$ cat config.mk
export PLATFORM = sky130hd
export DESIGN_NAME = parity_stream_check
export DESIGN_NICKNAME = d
export VERILOG_FILES = /design/src/rtl/parity_stream_check.sv
export SDC_FILE = /design/constraint.sdc
export NUM_CORES = 1
export LEC_CHECK = 0
export ABC_CLOCK_PERIOD_IN_PS = 1920
export BUFFER_PORTS_ARGS = -buffer_cell sky130_fd_sc_hd__buf_2
export CAP_MARGIN = 0
export CELL_PAD_IN_SITES_DETAIL_PLACEMENT = 1
export CELL_PAD_IN_SITES_GLOBAL_PLACEMENT = 1
export CORE_MARGIN = 3
export CORE_UTILIZATION = 33
export DETAILED_ROUTE_END_ITERATION = 8
export PLACE_DENSITY = 0.8
export SLEW_MARGIN = 20
export SYNTH_ARGS = -nofsm -noshare
export SYNTH_HDL_FRONTEND = slang
export SYNTH_SLANG_ARGS = --single-unit
$ cat constraint.sdc
create_clock -name clk -period 1.92 [get_ports clk]
set_input_delay 0.192 -clock clk [delete_from_list [all_inputs] [get_ports clk]]
set_output_delay 0.192 -clock clk [all_outputs]
set_load 0.02 [all_outputs]
$ cat src/rtl/parity_stream_check.sv
// ============================================================================
//  Module      : parity_stream_check
//  Description : 1-deep registered valid/ready stage that checks word parity,
//                flags per-frame errors and keeps a saturating error count.
//  Revision    : 1.0 - initial release
// ============================================================================
`default_nettype none

module parity_stream_check #(
    parameter int DATA_W = 8,
    parameter int ODD    = 0,
    parameter int CNT_W  = 8
) (
    input  logic              clk,
    input  logic              rst_n,
    input  logic              in_valid,
    output logic              in_ready,
    input  logic [DATA_W-1:0] in_data,
    input  logic              in_par,
    input  logic              in_last,
    output logic              out_valid,
    input  logic              out_ready,
    output logic [DATA_W-1:0] out_data,
    output logic              out_err,
    output logic              out_last,
    output logic              frame_done,
    output logic              frame_err,
    output logic [CNT_W-1:0]  err_count,
    input  logic              clr_cnt
);

    typedef enum logic [0:0] {
        IDLE     = 1'b0,
        IN_FRAME = 1'b1
    } state_t;

    localparam logic             c_ODD     = (ODD != 0);
    localparam logic [CNT_W-1:0] c_CNT_MAX = '1;
    localparam logic [CNT_W-1:0] c_CNT_ONE = CNT_W'(1);

    state_t              state_q;
    logic                out_valid_q;
    logic [DATA_W-1:0]   out_data_q;
    logic                out_err_q;
    logic                out_last_q;
    logic                frame_done_q;
    logic                frame_err_q;
    logic                sticky_q;
    logic [CNT_W-1:0]    err_count_q;
    logic [CNT_W-1:0]    err_count_d;

    logic                w_xfer;
    logic                w_err;
    logic                w_cnt_inc;

    assign in_ready  = ~out_valid_q | out_ready;
    assign w_xfer    = in_valid & in_ready;
    // Error when the 1s count of data+parity disagrees with the chosen parity.
    assign w_err     = (^in_data) ^ in_par ^ c_ODD;
    assign w_cnt_inc = w_xfer & w_err;

    always_comb begin
        err_count_d = err_count_q;
        if (clr_cnt) begin
            err_count_d = w_cnt_inc ? c_CNT_ONE : '0;
        end else if (w_cnt_inc && (err_count_q != c_CNT_MAX)) begin
            err_count_d = err_count_q + c_CNT_ONE;
        end
    end

    always_ff @(posedge clk or negedge rst_n) begin
        if (!rst_n) begin
            state_q      <= IDLE;
            out_valid_q  <= 1'b0;
            out_data_q   <= '0;
            out_err_q    <= 1'b0;
            out_last_q   <= 1'b0;
            frame_done_q <= 1'b0;
            frame_err_q  <= 1'b0;
            sticky_q     <= 1'b0;
            err_count_q  <= '0;
        end else begin
            frame_done_q <= 1'b0;
            err_count_q  <= err_count_d;

            if (w_xfer) begin
                out_valid_q <= 1'b1;
                out_data_q  <= in_data;
                out_err_q   <= w_err;
                out_last_q  <= in_last;
            end else if (out_ready) begin
                out_valid_q <= 1'b0;
            end

            if (w_xfer) begin
                case (state_q)
                    IDLE:     if (!in_last) state_q <= IN_FRAME;
                    IN_FRAME: if (in_last)  state_q <= IDLE;
                    default:  state_q <= IDLE;
                endcase

                // frame_err keeps its value until the next frame end.
                if (in_last) begin
                    frame_done_q <= 1'b1;
                    frame_err_q  <= sticky_q | w_err;
                    sticky_q     <= 1'b0;
                end else begin
                    sticky_q     <= sticky_q | w_err;
                end
            end
        end
    end

    assign out_valid  = out_valid_q;
    assign out_data   = out_data_q;
    assign out_err    = out_err_q;
    assign out_last   = out_last_q;
    assign frame_done = frame_done_q;
    assign frame_err  = frame_err_q;
    assign err_count  = err_count_q;

endmodule

`default_nettype wire

# After elaboration in Yosys (flattened, before gate mapping)

Index checks and enable logic that the tools add are counted.

$add $sub $neg: 1
Equal/unequal tests: 1
Muxes and demuxes: 8
Bitwise logic cells: 6
Reduce and logical (&&, ||, !) cells: 5

Operators with widths:

| cell                | number |
|---|---|
| $mux 8              | 2 |
| $add 8x1->8 const B | 1 |
| $ne 8x8->1 const B  | 1 |
| $reduce_xor 8->1    | 1 |
| $mux 1              | 6 |
| $reduce_bool 2->1   | 2 |
| $and 1x1->1         | 2 |
| $or 1x1->1          | 2 |
| $reduce_and 2->1    | 1 |
| $logic_and 1x1->1   | 1 |
| $not 1->1           | 1 |
| $xor 1x1->1         | 1 |

Bits in registers: 22

# Longest topological paths before layout

Depth in word-level cells: 7
Depth in mapped cells: 6
Mapped depth without buffers: 6

# Least setup slack after synthesis

OpenSTA, ideal clock, no wires.

Kind: register -> register
Start point: reg out_valid_q (netlist: out_valid)
End point: reg err_count_q[3] (netlist: err_count[3])
Setup time: 0.125 ns
Arrival time: 2.030 ns
Required time: 1.795 ns
Slack: -0.235 ns
Cell stages (with the launch flop): 7
Cells stage by stage: dfrtp_1 -> or2b_2 -> clkbuf_1 -> or3b_4 -> mux2i_4 -> nand4b_2 -> mux2_4

Word-level cells in the longest chain between the ends: 6

Ends and longest elaborated chain:

| what                        | RTL line | text |
|---|---|---|
| from (decl)                 | 42       | `logic out_valid_q;` |
| from (signal assigned)      | 74       | `out_valid_q <= 1'b0;` |
| from (signal assigned)      | 87       | `out_valid_q <= 1'b1;` |
| from (signal assigned)      | 92       | `out_valid_q <= 1'b0;` |
| $not 1->1                   | 56       | `assign in_ready = ~out_valid_q \| out_ready;` |
| $or 1x1->1                  | 56       |  |
| named net in_ready          | 17       | `output logic in_ready,` |
| $and 1x1->1                 | 57       | `assign w_xfer = in_valid & in_ready;` |
| $and 1x1->1                 | 60       | `assign w_cnt_inc = w_xfer & w_err;` |
| $logic_and 1x1->1           | 66       | `end else if (w_cnt_inc && (err_count_q != c_CNT_MAX)) begin` |
| $reduce_bool 2->1 (no line) | --       |  |
| to (signal assigned)        | 84       | `err_count_q <= err_count_d;` |
| to (decl)                   | 49       | `logic [CNT_W-1:0] err_count_q;` |

The timed path passes the listed nets, and every way through them passes these cells.
A chain may end at the register's enable or synchronous reset.

# Final worst setup path

Start point: reg out_valid_q (netlist: out_valid)
End point: reg err_count_q[5] (netlist: err_count[5])

Word-level cells in the longest chain between the ends: 6

Ends and longest elaborated chain:

| what                        | RTL line |
|---|---|
| $not 1->1                   | 56 |
| $or 1x1->1                  | 56 |
| $and 1x1->1                 | 57 |
| $and 1x1->1                 | 60 |
| $logic_and 1x1->1           | 66 |
| $reduce_bool 2->1 (no line) | -- |

Every way passes these cells.

==> results <==
- The run finished with clean final reports.
- The number of hold violations in the final report is 0.
- The number of enable flip-flop cells after synthesis is 0.
- The number of rows in the core area is 20.
- The nature of the critical path endpoint is a flip-flop.
- The register bit total from synthesis is 22.
- Buffers added to address setup during post-CTS repair amount to 0.
- The clock tree from TritonCTS is built.
- The type of the most critical hold path is primary input to flip-flop.
- The unique cell type count in the Yosys netlist is 33.
- Summing every instance area after synthesis gives 0.00110 sq mm.
- Buffers inserted to repair hold after CTS numbered 1.
- The setup slack of the worst register-to-register path is 0.10 ns.
- In this run the critical register-to-register path is captured at err_count[5]$_DFFE_PN0P_.
- The clock arrives with 0.0128 ns of skew.
- The tool flagged a number of max-cap violations equal to 0.
- The headroom to the max-slew limit is 0.672.
- The wire length per cell is 13.9 microns.
- The tree is rooted in a sky130_fd_sc_hd__clkbuf_4.
- Of the cells placed in the final design, the portion with a size suffix greater than 1 is 0.439.
- The clock passes through at most 2 buffers.
- The final-stage net count is 156.
- The count of instances resized after the clock tree is built is 0.
- The largest net degree at the start of global routing is 23.
- The share of synthesized area occupied by flip-flops and latches is 0.501.
- After floorplanning, the core was sized to cover 0.00310 sq mm.
- The most used flip-flop cell after synthesis is sky130_fd_sc_hd__dfrtp_1.
- For the pin with the worst max-slew slack, the measured transition is 0.493 ns.
- In the final timing run, aggregate negative setup slack is 0 ns.
- The post-route minimum period is 1.82 ns.
- After detailed routing, the number of remaining DRC violations is 0.
- The first global-routing pass estimated 4510 microns of wire.
- The area added between synthesis and finish is 28.5%.
- The final clock period utilization by the worst path is 0.945.
- At the end of routability-driven placement, the weighted congestion stood at 0.822.
- Synthesis produced a netlist whose cell count is 97.
- The worst IR drop on VDD is 0.254 mV.
- The final instance count without filler cells is 183.
- The CTS clock-pin slew for the worst setup and hold paths is 0.13 ns.
- The routed design has 2550 microns of wire.
- The die outline width is 63.7 microns.
- The critical path in this run is classified as flip-flop to flip-flop.
- The placed instance count is 178.
- The static leakage power is 0.000713 uW.
- Measured along the y axis, the die boundary spans 63.7 microns.
- Dividing total power by cell area gives a power density of 885 mW/mm^2.
- The async set or reset register ratio after synthesis is 1.00.
- The worst hold path terminates at out_valid$_DFFE_PN0P_.
- Fill cells in the final layout number 385.
- The worst register-to-register path begins at out_valid$_DFFE_PN0P_.
- Buffers inserted during clock tree synthesis total 3.
- The number of antenna diodes in the final layout is 0.
- The number of primary I/O pins is 37.
- The DRC marker count from the first detailed-route iteration is 17.
- The max-slew violation total from the final report came to 0.
- For the worst flop-to-flop path, the logic depth is 6.
- The total number of clock tree sinks is 22.
- The achievable clock frequency is 551 MHz.
- STA classifies the critical path startpoint as a flip-flop.
- The critical hold path startpoint is in_valid.
- The via count of the first global-routing pass came to 1,014.
- Using the TritonRoute via totals, the vias-per-cell ratio works out to 4.86.
- In this run the number of H-tree levels came out at 1.
- The leftover overflow at the end of global routing is 0.
- The maximum fanout along the worst path is 6.
- The pre-antenna-repair detailed-routing pass consisted of 4 iterations.
- For this run, the total global-route usage over all layers was measured as 0.136.
- The via count is 890.
- At the later pin of the worst-skew pair, clock insertion delay measures 0.30 ns.
- The Yosys step of the flow raised 0 warnings.
- The initial antenna violation count is 0.
- The final-report setup violation count is 0.
- The number of nets produced by synthesis is 113.
- A synthesized cell averages 11.3 sq um.
- Across all hold checks on the routed design, the worst slack comes to 0.128 ns.
- Summed over all nets, the half-perimeter wirelength after detailed placement is 2100 microns.
- The data arrival time at the worst-slack endpoint is 2.01 ns.
- Setup repair after global routing left no endpoint under its margin.
- The starting density of the core is 0.354.
- The floorplan step defined a die boundary enclosing 0.00406 sq mm.
- The required time at the worst-slack endpoint is 2.11 ns.
- Input and output buffers added on the ports amount to 36.
- Counting instances, the worst hold path has a depth of 3.
- In this run the remaining antenna-violating nets after routing total 0.
-- worst max-delay path: stages, from the launching register on --
cell                      delay (ns)
sky130_fd_sc_hd__dfrtp_1        0.40
sky130_fd_sc_hd__or2b_2         0.22
sky130_fd_sc_hd__or3b_4         0.41
sky130_fd_sc_hd__mux2i_4        0.20
sky130_fd_sc_hd__buf_4          0.18
sky130_fd_sc_hd__a21oi_1        0.08
sky130_fd_sc_hd__a31o_2         0.23
-- state kept, by name, indices dropped and copies added, names as in the netlist --
| register | cells |
|---|---|
| sticky_q | 1 |
| out_data | 8 |
| out_err | 1 |
| frame_done | 1 |
| frame_err | 1 |
| out_last | 1 |
| out_valid | 1 |
| err_count | 8 |
-- cell families after synthesis --
logic type                 Yosys count  share of synthesized area
buffers and inverters                7                     0.0239
and+or+nand+nor                     36                      0.165
AOI/OAI and AO/OA                   12                     0.0775
DFF                                 22                      0.501
xor gates and xnor gates             6                     0.0752
adders and majority gates            1                     0.0114
muxes                               13                      0.146
-- cells in the mapped netlist (2+ instances only) --
| cell | count | area share |
|---|---|---|
| sky130_fd_sc_hd__a21oi_1 | 3 | 0.014 |
| sky130_fd_sc_hd__clkbuf_1 | 2 | 0.0068 |
| sky130_fd_sc_hd__dfrtp_1 | 22 | 0.50 |
| sky130_fd_sc_hd__inv_1 | 5 | 0.017 |
| sky130_fd_sc_hd__mux2_2 | 9 | 0.092 |
| sky130_fd_sc_hd__nand2_1 | 14 | 0.048 |
| sky130_fd_sc_hd__nand3_1 | 4 | 0.018 |
| sky130_fd_sc_hd__nor2_1 | 8 | 0.027 |
| sky130_fd_sc_hd__nor2b_1 | 2 | 0.011 |
| sky130_fd_sc_hd__nor3_1 | 2 | 0.0091 |
| sky130_fd_sc_hd__o21ai_0 | 2 | 0.0091 |
| sky130_fd_sc_hd__xnor2_1 | 3 | 0.024 |
-- area by class of cell --
cell class	count	area (sq um)	area share
flip-flops and latches	22	551	0.390
multi-input cells	68	522	0.370
clock inverters	1	30.0	0.0213
inverters	5	18.8	0.0133
well taps	44	55.1	0.0390
clock buffers	3	22.5	0.0160
repair buffers	40	213	0.151
-- stage by stage --
step	setup WS [ns]	cell area [sq um]	util	total power, uW
after global placement	0.0731	1350	0.435	901
final	0.105	1410	0.455	1250
after global routing	0.0319	1410	0.455	1340
after CTS	0.0972	1410	0.455	1270
after detailed placement	0.00330	1350	0.435	919
after floorplan	-0.0350	1110	-	792
-- power breakdown --
part	switching (uW)	total (uW)	internal [uW]
Combinational	196	346	150
Clock	136	347	211
Sequential	32.9	556	523
-- layer usage --
| metal | track usage | up-vias | wire length, microns |
|---|---|---|---|
| li1 | - | 420 | - |
| met1 | 0.153 | 442 | 1060 |
| met2 | 0.263 | 28 | 1350 |
| met3 | 0.0267 | 0 | 127 |
| met4 | 0.0243 | 0 | 0 |
| met5 | 0 | - | 0 |
-- worst max-delay path by stage --
stage,startpoint,to,slack [ns],cells after the start
6_report,out_valid$_DFFE_PN0P_,err_count[5]$_DFFE_PN0P_,0.10,6
2_1_floorplan,out_valid$_DFFE_PN0P_,err_count[3]$_DFFE_PN0P_,-0.03,6
3_3_place_gp,in_data[1],err_count[2]$_DFFE_PN0P_,0.07,6
5_1_grt,out_valid$_DFFE_PN0P_,err_count[1]$_DFFE_PN0P_,0.03,5
4_1_cts,out_valid$_DFFE_PN0P_,err_count[5]$_DFFE_PN0P_,0.1,6
3_5_place_dp,in_data[1],err_count[5]$_DFFE_PN0P_,0.003,7
-- cells in the final DEF, fill, tap and decap left out, types with 2 or more instances in the layout --
cell type,count
sky130_fd_sc_hd__a21oi_1,3
sky130_fd_sc_hd__buf_2,36
sky130_fd_sc_hd__buf_4,3
sky130_fd_sc_hd__clkbuf_4,3
sky130_fd_sc_hd__dfrtp_1,22
sky130_fd_sc_hd__inv_1,5
sky130_fd_sc_hd__mux2_2,9
sky130_fd_sc_hd__nand2_1,14
sky130_fd_sc_hd__nand3_1,4
sky130_fd_sc_hd__nor2_1,8
sky130_fd_sc_hd__nor2b_1,2
sky130_fd_sc_hd__nor3_1,2
sky130_fd_sc_hd__o21ai_0,2
sky130_fd_sc_hd__xnor2_1,3
No activity file was read; power rests on OpenSTA's default activity.
